$ cat src/rtl/sprite_snapshot_dma.sv
// Snapshot DMA: on each frame_start, reads all actor motion registers and the map scroll
// into a staging bank over the shared register-file port, writes frame-lock, then commits to the shadow bank.
module sprite_snapshot_dma #(
  parameter logic [5:0]  FRAME_LOCK_ADDR  = 6'd32,
  parameter logic [15:0] FRAME_LOCK_VALUE = 16'd1
) (
  input  logic        clk,
  input  logic        reset,
  input  logic        frame_start,
  input  logic        bus_gnt,
  output logic        bus_req,
  output logic [5:0]  reg_addr,
  output logic [15:0] wdata,
  output logic        we,
  input  logic [15:0] rdata,
  output logic [39:0] actor_x,
  output logic [39:0] actor_y,
  output logic [9:0]  actor_rot,
  output logic [39:0] actor_timer,
  output logic [7:0]  map_x,
  output logic [7:0]  map_y,
  output logic        snap_valid,
  output logic        busy,
  output logic        overrun
);

  typedef enum logic [1:0] {
    IDLE,
    XFER,
    LOCK,
    COMMIT
  } state_t;

  state_t      state;
  logic [4:0]  idx;
  logic [4:0]  idx_next;

  logic [39:0] stg_x;
  logic [39:0] stg_y;
  logic [9:0]  stg_rot;
  logic [39:0] stg_timer;
  logic [7:0]  stg_map_x;
  logic [7:0]  stg_map_y;

  logic        rdata_unused;
  assign rdata_unused = ^rdata[15:8];

  // Actor k occupies four consecutive registers starting at its base; the map scroll sits at 6/7.
  function automatic logic [5:0] seq_addr(input logic [4:0] i);
    logic [5:0] base;
    base = 6'd0;
    if (i < 5'd20) begin
      case (i[4:2])
        3'd0:    base = 6'd0;
        3'd1:    base = 6'd8;
        3'd2:    base = 6'd14;
        3'd3:    base = 6'd20;
        default: base = 6'd26;
      endcase
      return base + {4'd0, i[1:0]};
    end else if (i == 5'd20) begin
      return 6'd6;
    end else begin
      return 6'd7;
    end
  endfunction

  assign idx_next = idx + 5'd1;

  // Write strobe follows the grant directly so the lock write completes on the granted edge.
  always_comb begin
    we = 1'b0;
    if (state == LOCK) we = bus_gnt;
  end

  always_ff @(posedge clk) begin
    if (reset) begin
      state       <= IDLE;
      idx         <= '0;
      bus_req     <= 1'b0;
      reg_addr    <= '0;
      wdata       <= '0;
      busy        <= 1'b0;
      snap_valid  <= 1'b0;
      overrun     <= 1'b0;
      stg_x       <= '0;
      stg_y       <= '0;
      stg_rot     <= '0;
      stg_timer   <= '0;
      stg_map_x   <= '0;
      stg_map_y   <= '0;
      actor_x     <= '0;
      actor_y     <= '0;
      actor_rot   <= '0;
      actor_timer <= '0;
      map_x       <= '0;
      map_y       <= '0;
    end else begin
      snap_valid <= 1'b0;
      if (frame_start && (state != IDLE)) overrun <= 1'b1;

      case (state)
        IDLE: begin
          if (frame_start) begin
            state    <= XFER;
            idx      <= '0;
            reg_addr <= seq_addr(5'd0);
            bus_req  <= 1'b1;
            busy     <= 1'b1;
          end
        end

        XFER: begin
          if (bus_gnt) begin
            if (idx < 5'd20) begin
              case (idx[1:0])
                2'd0:    stg_x[{idx[4:2], 3'b000} +: 8]     <= rdata[7:0];
                2'd1:    stg_y[{idx[4:2], 3'b000} +: 8]     <= rdata[7:0];
                2'd2:    stg_rot[{idx[4:2], 1'b0} +: 2]     <= rdata[1:0];
                default: stg_timer[{idx[4:2], 3'b000} +: 8] <= rdata[7:0];
              endcase
            end else if (idx == 5'd20) begin
              stg_map_x <= rdata[7:0];
            end else begin
              stg_map_y <= rdata[7:0];
            end

            if (idx == 5'd21) begin
              state    <= LOCK;
              reg_addr <= FRAME_LOCK_ADDR;
              wdata    <= FRAME_LOCK_VALUE;
            end else begin
              idx      <= idx_next;
              reg_addr <= seq_addr(idx_next);
            end
          end
        end

        LOCK: begin
          if (bus_gnt) begin
            state    <= COMMIT;
            reg_addr <= '0;
            wdata    <= '0;
            bus_req  <= 1'b0;
          end
        end

        COMMIT: begin
          actor_x     <= stg_x;
          actor_y     <= stg_y;
          actor_rot   <= stg_rot;
          actor_timer <= stg_timer;
          map_x       <= stg_map_x;
          map_y       <= stg_map_y;
          snap_valid  <= 1'b1;
          busy        <= 1'b0;
          state       <= IDLE;
        end

        default: state <= IDLE;
      endcase
    end
  end

endmodule

$ cat config.mk
export PLATFORM = sky130hd
export DESIGN_NAME = sprite_snapshot_dma
export DESIGN_NICKNAME = d
export VERILOG_FILES = /design/src/rtl/sprite_snapshot_dma.sv
export SDC_FILE = /design/constraint.sdc
export NUM_CORES = 1
export LEC_CHECK = 0
export CAP_MARGIN = 40
export CORE_MARGIN = 2
export CORE_UTILIZATION = 48
export CTS_CLUSTER_SIZE = 8
export DETAILED_ROUTE_END_ITERATION = 7
export PLACE_DENSITY_LB_ADDON = 0.08
export SLEW_MARGIN = 20
export SYNTH_ARGS = -nofsm -noshare
export SYNTH_HDL_FRONTEND = slang
export SYNTH_SLANG_ARGS = --single-unit
$ cat constraint.sdc
create_clock -name clk -period 2.6 [get_ports clk]
set_clock_uncertainty 0.15 [all_clocks]
set_input_delay 0.52 -clock clk [delete_from_list [all_inputs] [get_ports clk]]
set_output_delay 0.52 -clock clk [all_outputs]
set_load 0.03 [all_outputs]
# == Yosys cells after proc, flatten, opt, wreduce, memory -nomap -nowiden ==
# Index checks and enable logic that the tools add are counted.
# totals
register_bits,325
input_bits,20
output_inout_bits,173
word_cells,108
# classes
add_sub_neg,4
order_cmp,2
n_eq_ne,16
shifts,4
mux,36
bitwise,3
reduce_logical,23
# ops
op,n
$bwmux 40,3
$mux 6,10
$mux 16,3
$reduce_and 4->1,10
$shift 8x8->40 const A,1
$shiftx 8x8->40,1
$pmux 16 s2,1
$pmux 5 s4,1
$pmux 6 s3,1
$eq 5x5->1 const B,3
$mux 5,3
$bwmux 10,1
$lt 5x5->1 const B,2
$ne 2x2->1 const B,5
$pmux 5 s2,1
$reduce_bool 2->1,5
$shift 2x6->10 const A,1
$shiftx 2x6->10,1
$mux 2,4
$neg 6->8,1
$pmux 2 s4,1
$add 6x2->6,1
$eq 2x2->1 const B,3
$eq 3x2->1 const B,2
other kinds (14),23

# == Longest topological paths before layout ==
# depth
ltp_word,13
depth_mapped,12
depth_no_buf,10

# == Worst setup path after synthesis ==
# No wires, ideal clock.
# synth_timing
path_kind,register to register
start,reg idx[2]
end,reg stg_rot[9]
setup_ns,0.128
arrival_time_ns,2.537
required_ns,2.322
setup_slack_ns,-0.214
stages_incl_launch_ff,12
n_path_buf,4
period_less_slack_ns,2.814
cell_sequence,dfxtp_1 > buf_6 > buf_2 > inv_1 > ha_1 > ha_1 > clkbuf_1 > or4b_1 > buf_6 > nor2_1 > mux2i_1 > nor2_1
# synth_between
elab_chain_len,3
elab_cells_between_ends,6
classes_between,1 x add/sub; 1 x order compare; 2 x shift; 1 x mux; 1 x reduce/logical
# synth_rtl
item,line,text
from (decl),35,logic [4:0] idx;
from (signal assigned),133,idx <= idx_next;
$neg 4->6,119,"2'd2: stg_rot[{idx[4:2], 1'b0} +: 2] <= rdata[1:0];"
$shiftx 2x6->10 / $shift 2x6->10 (equally long branches),119,
$bwmux 10,119,
"to (signal, indexed assignment)",119,
to (decl),40,logic [9:0] stg_rot;
# Parallel ways exist; a longest one is shown, timed or not.
# A chain may end at the register's enable or synchronous reset.

# == Worst setup path after layout ==
# layout_timing
start,reg idx[3]
end,reg stg_x[32]
# layout_between
elab_chain_len,3
elab_cells_between_ends,6
classes_between,1 x add/sub; 1 x order compare; 2 x shift; 1 x mux; 1 x reduce/logical
# layout_rtl
item,line,text
$neg 6->8,117,"2'd0: stg_x[{idx[4:2], 3'b000} +: 8] <= rdata[7:0];"
$shiftx 8x8->40 / $shift 8x8->40 (equally long branches),117,
$bwmux 40,117,
"to (signal, indexed assignment)",117,
to (decl),38,logic [39:0] stg_x;
# Parallel ways exist; a longest one is shown, timed or not.

==> metrics <==
outcome complete, no violations; clock slew at the register clock pins of the worst setup and hold paths ~0.05 ns; transition time at the pin with the least slew margin 0.660 ns; Max rail drop VDD approximately 0.54 mV; met2 demand-to-capacity share in global routing about 37%; crit-path most repeated cell ha_1; Max FO, Critical Path 8; number of cells on the worst reg-to-reg path 7; top cell types by occurrence after synthesis 310 x dfxtp_1, 307 x nor2_1, 194 x mux2i_1; Clk Tree Root Cell clkbuf_16; die footprint between 20,000 and 30,000 um2; leakage power of the design 5.53 nW; CP max-delay cell or4b_4; Resize count post-CTS 0; register bit total from synthesis 310; post-route minimum period between 2 and 2.5 ns; synthesized area per cell 9.24 um2; overall die width 162 um; share of synthesized cell area in full adder, half adder and majority cells between 1.5 and 2%; maximum clock frequency between 400 and 500 MHz; DIE HEIGHT 162 um; maximum number of pins on one net before global-route repair 103; TritonCTS buffer count 44; Iteration-0 DRC Markers between 500 and 600; ANT nets after route 0; fraction of post-synthesis cell area in the top cell type by area between 50% and 60%; HPWL after detailed placement about 20,000 um; destination of the critical timing path stg_x[32]$_SDFFE_PP0P_; vias after detailed routing 9,296; Max stage delay on crit path 0.61 ns; count of buffers from port buffering approximately 170; total wire length slightly above 30,000 um; share of flip-flops with an asynchronous set or reset after synthesis 0%; nets@finish approximately 1,500; fraction of synthesized cell area in xor and xnor cells 0.699%; residual DRC count 0; post-CTS repair timing setup buffer count 0; reg-to-reg setup timing slack between 0.1 and 0.15 ns; dominant combinational cell family by area after synthesis simple AND/OR/NAND/NOR gates; Synth Flop Type dfxtp_1; Num Clock Sinks 310; CP Data Required Time 2.85 ns; wire length per cell after detailed routing 16.9 um; TritonCTS clock tree done; relative area change from synthesis to final layout 28.4%; CORE AREA 24,400 um2; Post-CTS Hold Buffers 0; met3 track demand over resource under 10%; via count of the first global-routing pass 8,705; sequential area share after synthesis 51.8%; fraction of synthesized area in multiplexers between 10% and 20%; worst min path class primary input to register; CP Depth 7; antenna violations before repair 0; Period Utilization, post-route a little over nine tenths; fraction of the mapped netlist area in compound gates under 10%; gr ovfl total 0; number of distinct library cells after synthesis 53; clock insertion delay at the later pin of the skew report 0.52 ns; placed cell area between 10,000 and 15,000 um2; CP Class register to register; RSZ-0062 raised after global routing no; gr usage total 22.8%; fraction of final layout cells sized beyond drive strength 1 around 8.3%; Cell Chain, Critical Path inv_1 -> ha_1 -> ha_1 -> or4b_4 -> nor2_8 -> mux2i_1 -> nor2_1; first-pass GRT wire length approximately 48,000 um; worst path arrival time around 2.7 ns; vias per std cell roughly 5.2; total count of max-transition violations in the final report 0; global routing usage on met1 30.4%; cell type with the largest total area after synthesis dfxtp_1; top area cells in the synthesized netlist dfxtp_1 52%, mux2i_1 16%, nor2_1 9.6%; Worst setup startpoint idx[3]$_SDFFE_PP0P_; synthesized area about 12,000 um2; synthesized instance count between 1,000 and 1,500; busiest grt layer met2; number of setup violations in the final report 0; simple-gate area share of the yosys netlist a little under a fifth; kind of capture point of the worst setup path register; most numerous cell in the Yosys netlist dfxtp_1; Row Count 57; starting utilization of the core area approximately half; Worst Path Buf+Inv 1; htree depth 2; CTS Buffer Depth 3; post-route cell area 15,400 um2; max_slew headroom a little under three fifths; gpl congestion approximately 0.85; sum of internal, switching and leakage power approximately 11 mW; family with the most delay on the worst path simple AND/OR/NAND/NOR gates; length of the first detailed-routing pass in iterations 5; startpoint of the worst register-to-register path idx[3]$_SDFFE_PP0P_; max capacitance violation total 0; fill cell instance count of the final layout 2,100; YS warnings 0; category of the worst setup path launch point register; final hold viol count 0; n_diodes 0; Cell Pwr Density approximately 700 nW/um2; core occupancy in the finished layout between 60 and 70%; count of flip-flops with a built-in enable after synthesis 0; count of boundary I/O pins roughly 190; capture instance of the worst register-to-register path stg_x[32]$_SDFFE_PP0P_
metal layers:
metal | vias up | part of all wire (%) | routed length (um)
li1 | 4635 | - | -
met1 | 4365 | 45 | 13800
met2 | 258 | 46 | 14000
met3 | 38 | 6.9 | 2110
met4 | 0 | 1.9 | 566
met5 | - | 0 | 0
registers in the layout (all words and copies together), names as in the netlist, 5 cells and up:
register     flops
actor_rot       10
actor_timer     40
actor_x         40
actor_y         40
idx              5
map_x            8
map_y            8
reg_addr         6
stg_map_x        8
stg_map_y        8
stg_rot         10
stg_timer       40
stg_x           40
stg_y           40
power breakdown:
part           total, mW  switching [mW]  internal (mW)  leakage [nW]
registers           4.87          0.0460           4.82          2.50
logic               1.20           0.750          0.454          2.46
clock network       4.97            1.92           3.05         0.572
total               11.0            2.71           8.33          5.53
metrics by stage:
step / setup WS [ns] / TNS (ns) / hold slack (ns) / instances
2_1_floorplan: 0.00551 / 0 / 0.286 / 1311
3_3_place_gp: 0.0168 / 0 / 0.278 / 1754
3_5_place_dp: -0.00666 / -0.0122 / 0.282 / 1754
4_1_cts: 0.117 / 0 / 0.249 / 1801
5_1_grt: 0.00339 / 0 / 0.272 / 1801
6_report: 0.137 / 0 / 0.255 / 1801
cells in the final DEF, fill, tap and decap left out, types with 5 or more instances in the layout:
| cell | synthesis | final |
|---|---|---|
| dfxtp_1 | 310 | 309 |
| nor2_1 | 307 | 306 |
| mux2i_1 | 194 | 194 |
| clkdlybuf4s50_1 | 0 | 167 |
| a21oi_1 | 108 | 108 |
| nand2_1 | 92 | 92 |
| nand3_1 | 58 | 58 |
| clkbuf_16 | 0 | 45 |
| buf_4 | 16 | 45 |
| ha_1 | 16 | 15 |
| conb_1 | 1 | 15 |
| buf_12 | 0 | 13 |
| inv_1 | 11 | 11 |
| o21ai_0 | 9 | 9 |
| nand4_1 | 9 | 9 |
| nor3_1 | 6 | 6 |
| xnor2_1 | 5 | 5 |
| or3_1 | 5 | 5 |
layout make-up:
type | count | area (um2) | share of cell area, %
inverter | 12 | 45.0 | 0.293
multi-input combinational | 882 | 5290 | 34.3
sequential | 310 | 6210 | 40.3
clock buffer | 46 | 1140 | 7.41
timing repair buffer | 226 | 2280 | 14.8
clock inverter | 1 | 20.0 | 0.130
tap | 324 | 405 | 2.63
worst min path at each step:
| stage | cells after the start | startpoint | endpoint | slack, ns |
|---|---|---|---|---|
| 3_5_place_dp | 2 | reg_addr[1]$_SDFFE_PP0P_ | reg_addr[1]$_SDFFE_PP0P_ | 0.28 |
| 4_1_cts | 2 | reset | bus_req$_SDFFE_PP0P_ | 0.25 |
| 5_1_grt | 2 | reset | actor_y[4]$_SDFFE_PP0P_ | 0.27 |
| 3_3_place_gp | 2 | reg_addr[2]$_SDFFE_PP0P_ | reg_addr[2]$_SDFFE_PP0P_ | 0.28 |
| 6_report | 2 | reset | bus_req$_SDFFE_PP0P_ | 0.26 |
| 2_1_floorplan | 2 | stg_timer[0]$_SDFFE_PP0P_ | stg_timer[0]$_SDFFE_PP0P_ | 0.29 |
logic make-up after synthesis:
| logic type | after synthesis |
|---|---|
| AND/OR/NAND/NOR | 504 |
| flip-flops | 310 |
| multiplexers | 196 |
| AO/OA/AOI/OAI | 143 |
| buffers and inverters | 119 |
| adder cells (fa/ha/maj) | 16 |
| XOR/XNOR | 8 |
| other | 1 |
(Power assumes the default switching activity.)
==> patch, RTL diff (config.mk and constraints unchanged) <==
Make the reset (`reset`) asynchronous in one clocked block.
--- a/src/rtl/sprite_snapshot_dma.sv
+++ b/src/rtl/sprite_snapshot_dma.sv
@@ -73,7 +73,7 @@
     if (state == LOCK) we = bus_gnt;
   end
 
-  always_ff @(posedge clk) begin
+  always_ff @(posedge clk or posedge reset) begin
     if (reset) begin
       state       <= IDLE;
       idx         <= '0;
Check against the original RTL: differs if reset is asserted again (counterexample within 4 cycles, from zero or initial values and one cycle with reset high); with reset held inactive, the same outputs for 4 cycles.
==> patch against the original RTL <==
- sequential share of layout area grew 8.6 points
- critical path type unchanged
- worst setup slack lost 0.057 ns
- critical path depth is the same
- routed wire length shrank 8.6%
- fmax shrank 2.2%
- synthesized cell count shrank 39%
- count of clock-buffer cells in the layout grew 2
- area after synthesis grew 3.1%
- largest cell class unchanged
- critical endpoint is now stg_rot[8]$_DFFE_PP0P_
- via count shrank 24%
- sequential cell count is the same
- final area grew 3.0%
Power is not compared: it rests on default switching activity, and its combinational part moved more than twofold at a synthesized area within 25%.
==> patch: results (changes against the original RTL) <==
* Status: completed
* Detailed placer's ending HPWL at 18.4 mm (-8.5%)
* Total Nets Final at 1049 (-31%)
* YS warnings at 0 (unchanged)
* M1 WL at 12.2 mm (-12%)
* Grt ovf at 0 (unchanged)
* GR Layer Usage met2 at 0.354 (-0.0111)
* Routed WL at 27.8 mm (-8.6%)
* Placed insts at 1295 (-26%)
* Crit path arrival time at 2.76 ns (+0.05 ns)
* CTS buffer count at 44 (unchanged)
* Share of synthesized registers carrying an async set or reset at 1.00 (+1.00)
* Vias at 7092 (-24%)
* Min-Delay Path Class: in -> async
* Synth area leaders: dfrtp_1 63%, mux2_2 26%, ha_1 1.5%
* ANT cells at 0 (unchanged)
* Post-synth top cells: 310 x dfrtp_1, 289 x mux2_2, 17 x buf_2, 17 x nand2_1
* Initial antenna violation count at 0 (unchanged)
* GPL Wtd Cong at 0.863 (+2.0%)
* Worst skew pair latency at 0.51 ns
* Share of layout cells above drive strength 1 at 0.401 (+0.318)
* Met2 WL at 13.6 mm (-2.7%)
* Mapped Cells at 796 (-39%)
* Maximum vdd drop at 0.671 mV
* Root buffer cell: clkbuf_16
* Synth Flop Type: dfrtp_1
* GR met3 Demand/Resource at 0.0507 (-0.00954)
* GR Util All Layers at 0.212 (-0.0160)
* DRT Pass-1 Iters at 4 (-1)
* Pleak at 7.73 nW
* H-tree levels at 2 (unchanged)
* Slew Limit Fails at 0 (unchanged)
* Seq/Total Area, Yosys at 0.628 (+0.110)
* CTS Buffer Depth at 3 (unchanged)
* Metal3 WL at 1.55 mm (-27%)
* Worst-path clk slew at 0.05 ns (about the same)
* Worst-path fanout max at 6 (-2)
* Vias per cell at 5.27 (+2.0%)
* Top layer in use: met4
* First-pass GRT wire length at 44.0 mm (-7.5%)
* Synth cell types at 53 (unchanged)
* PortBufs at 169 (unchanged)
* Met1 usage at 0.282 (-0.0221)
* Starting DRT DRC Count at 313 (-46%)
* Cell with the most instances after synthesis: dfrtp_1
* Vias in the first global route at 7791 (-10%)
* Largest net degree at the start of global routing at 85 (-17%)
==> patch: cell types whose count changed in the layout (fill, tap and decap cells not counted), sizes merged, moves of 106 or more <==
cell / unedited run / this run
mux2: 2 / 293
dfxtp: 310 / 0
nor2: 310 / 20
mux2i: 194 / 1
a21oi: 108 / 2
dfrtp: 0 / 310
==> patch: stage by stage <==
stage                     setup slack, ns  instance area, µm²  hold WS (ns)  total power (W)  utilization
after detailed placement          -0.0429               14600         0.307          0.00855        0.579
after floorplan                     -2.20               12400         0.302          0.00752            -
after global routing              0.00266               15900         0.201           0.0140        0.628
final                              0.0808               15900         0.185           0.0134        0.628
after global placement             0.0597               14600         0.290          0.00845        0.579
after CTS                         -0.0512               15800         0.183           0.0136        0.625
==> patch: final cells by class <==
cell class | count | area [µm²]
fillers | 1868 | 9400
flip-flops and latches | 310 | 7760
multi-input cells | 435 | 4340
repair buffers | 208 | 2110
clock buffers | 48 | 1160
well taps | 330 | 413
inverters | 15 | 60.1
clock inverters | 1 | 16.3
==> patch: worst max-delay path, stage by stage, from the launching register on <==
cell and delay (ns):
dfrtp_2 0.44, inv_1 0.09, ha_1 0.21, ha_1 0.29, and2b_1 0.21, nand3b_2 0.27
nor2_1 0.37, mux2_2 0.38
==> patch: cells by family (layout without fill, tap and decap cells) <==
| logic type | after synthesis | after routing | synth area share |
|---|---|---|---|
| xor gates and xnor gates | 6 | 6 | 0.00486 |
| muxes | 294 | 294 | 0.268 |
| DFF | 310 | 310 | 0.628 |
| other | 1 | 15 | 0.000303 |
| AOI/OAI and AO/OA | 32 | 32 | 0.0168 |
| and+or+nand+nor | 73 | 73 | 0.0393 |
| buffers and inverters | 65 | 272 | 0.0281 |
| adders and majority gates | 15 | 15 | 0.0152 |
==> patch: timing repair <==
action                     CTS  global route
setup endpoints to repair    9            85
buffers inserted             0             3
pin swaps                    0             2
resized for setup            0             6
==> patch: final timing paths <==
path / startpoint / end / slack, ns / cells past startpoint
min: reset / actor_y[0]$_DFFE_PP0P_ / 0.18 / 2
max reg2reg: idx[2]$_DFFE_PP0P_ / stg_rot[8]$_DFFE_PP0P_ / 0.08 / 7
max in group asynchronous: reset / actor_x[19]$_DFFE_PP0P_ / 1.39 / 4
max: idx[2]$_DFFE_PP0P_ / stg_rot[8]$_DFFE_PP0P_ / 0.08 / 7
min in group clk: overrun$_DFFE_PP0P_ / overrun$_DFFE_PP0P_ / 0.31 / 1
min reg2reg: overrun$_DFFE_PP0P_ / overrun$_DFFE_PP0P_ / 0.31 / 1
==> patch: power by group <==
| part | switching, W | total, W | internal (W) |
|---|---|---|---|
| Sequential | 0.000243 | 0.00550 | 0.00525 |
| Combinational | 0.00167 | 0.00297 | 0.00131 |
| Clock | 0.00187 | 0.00496 | 0.00309 |
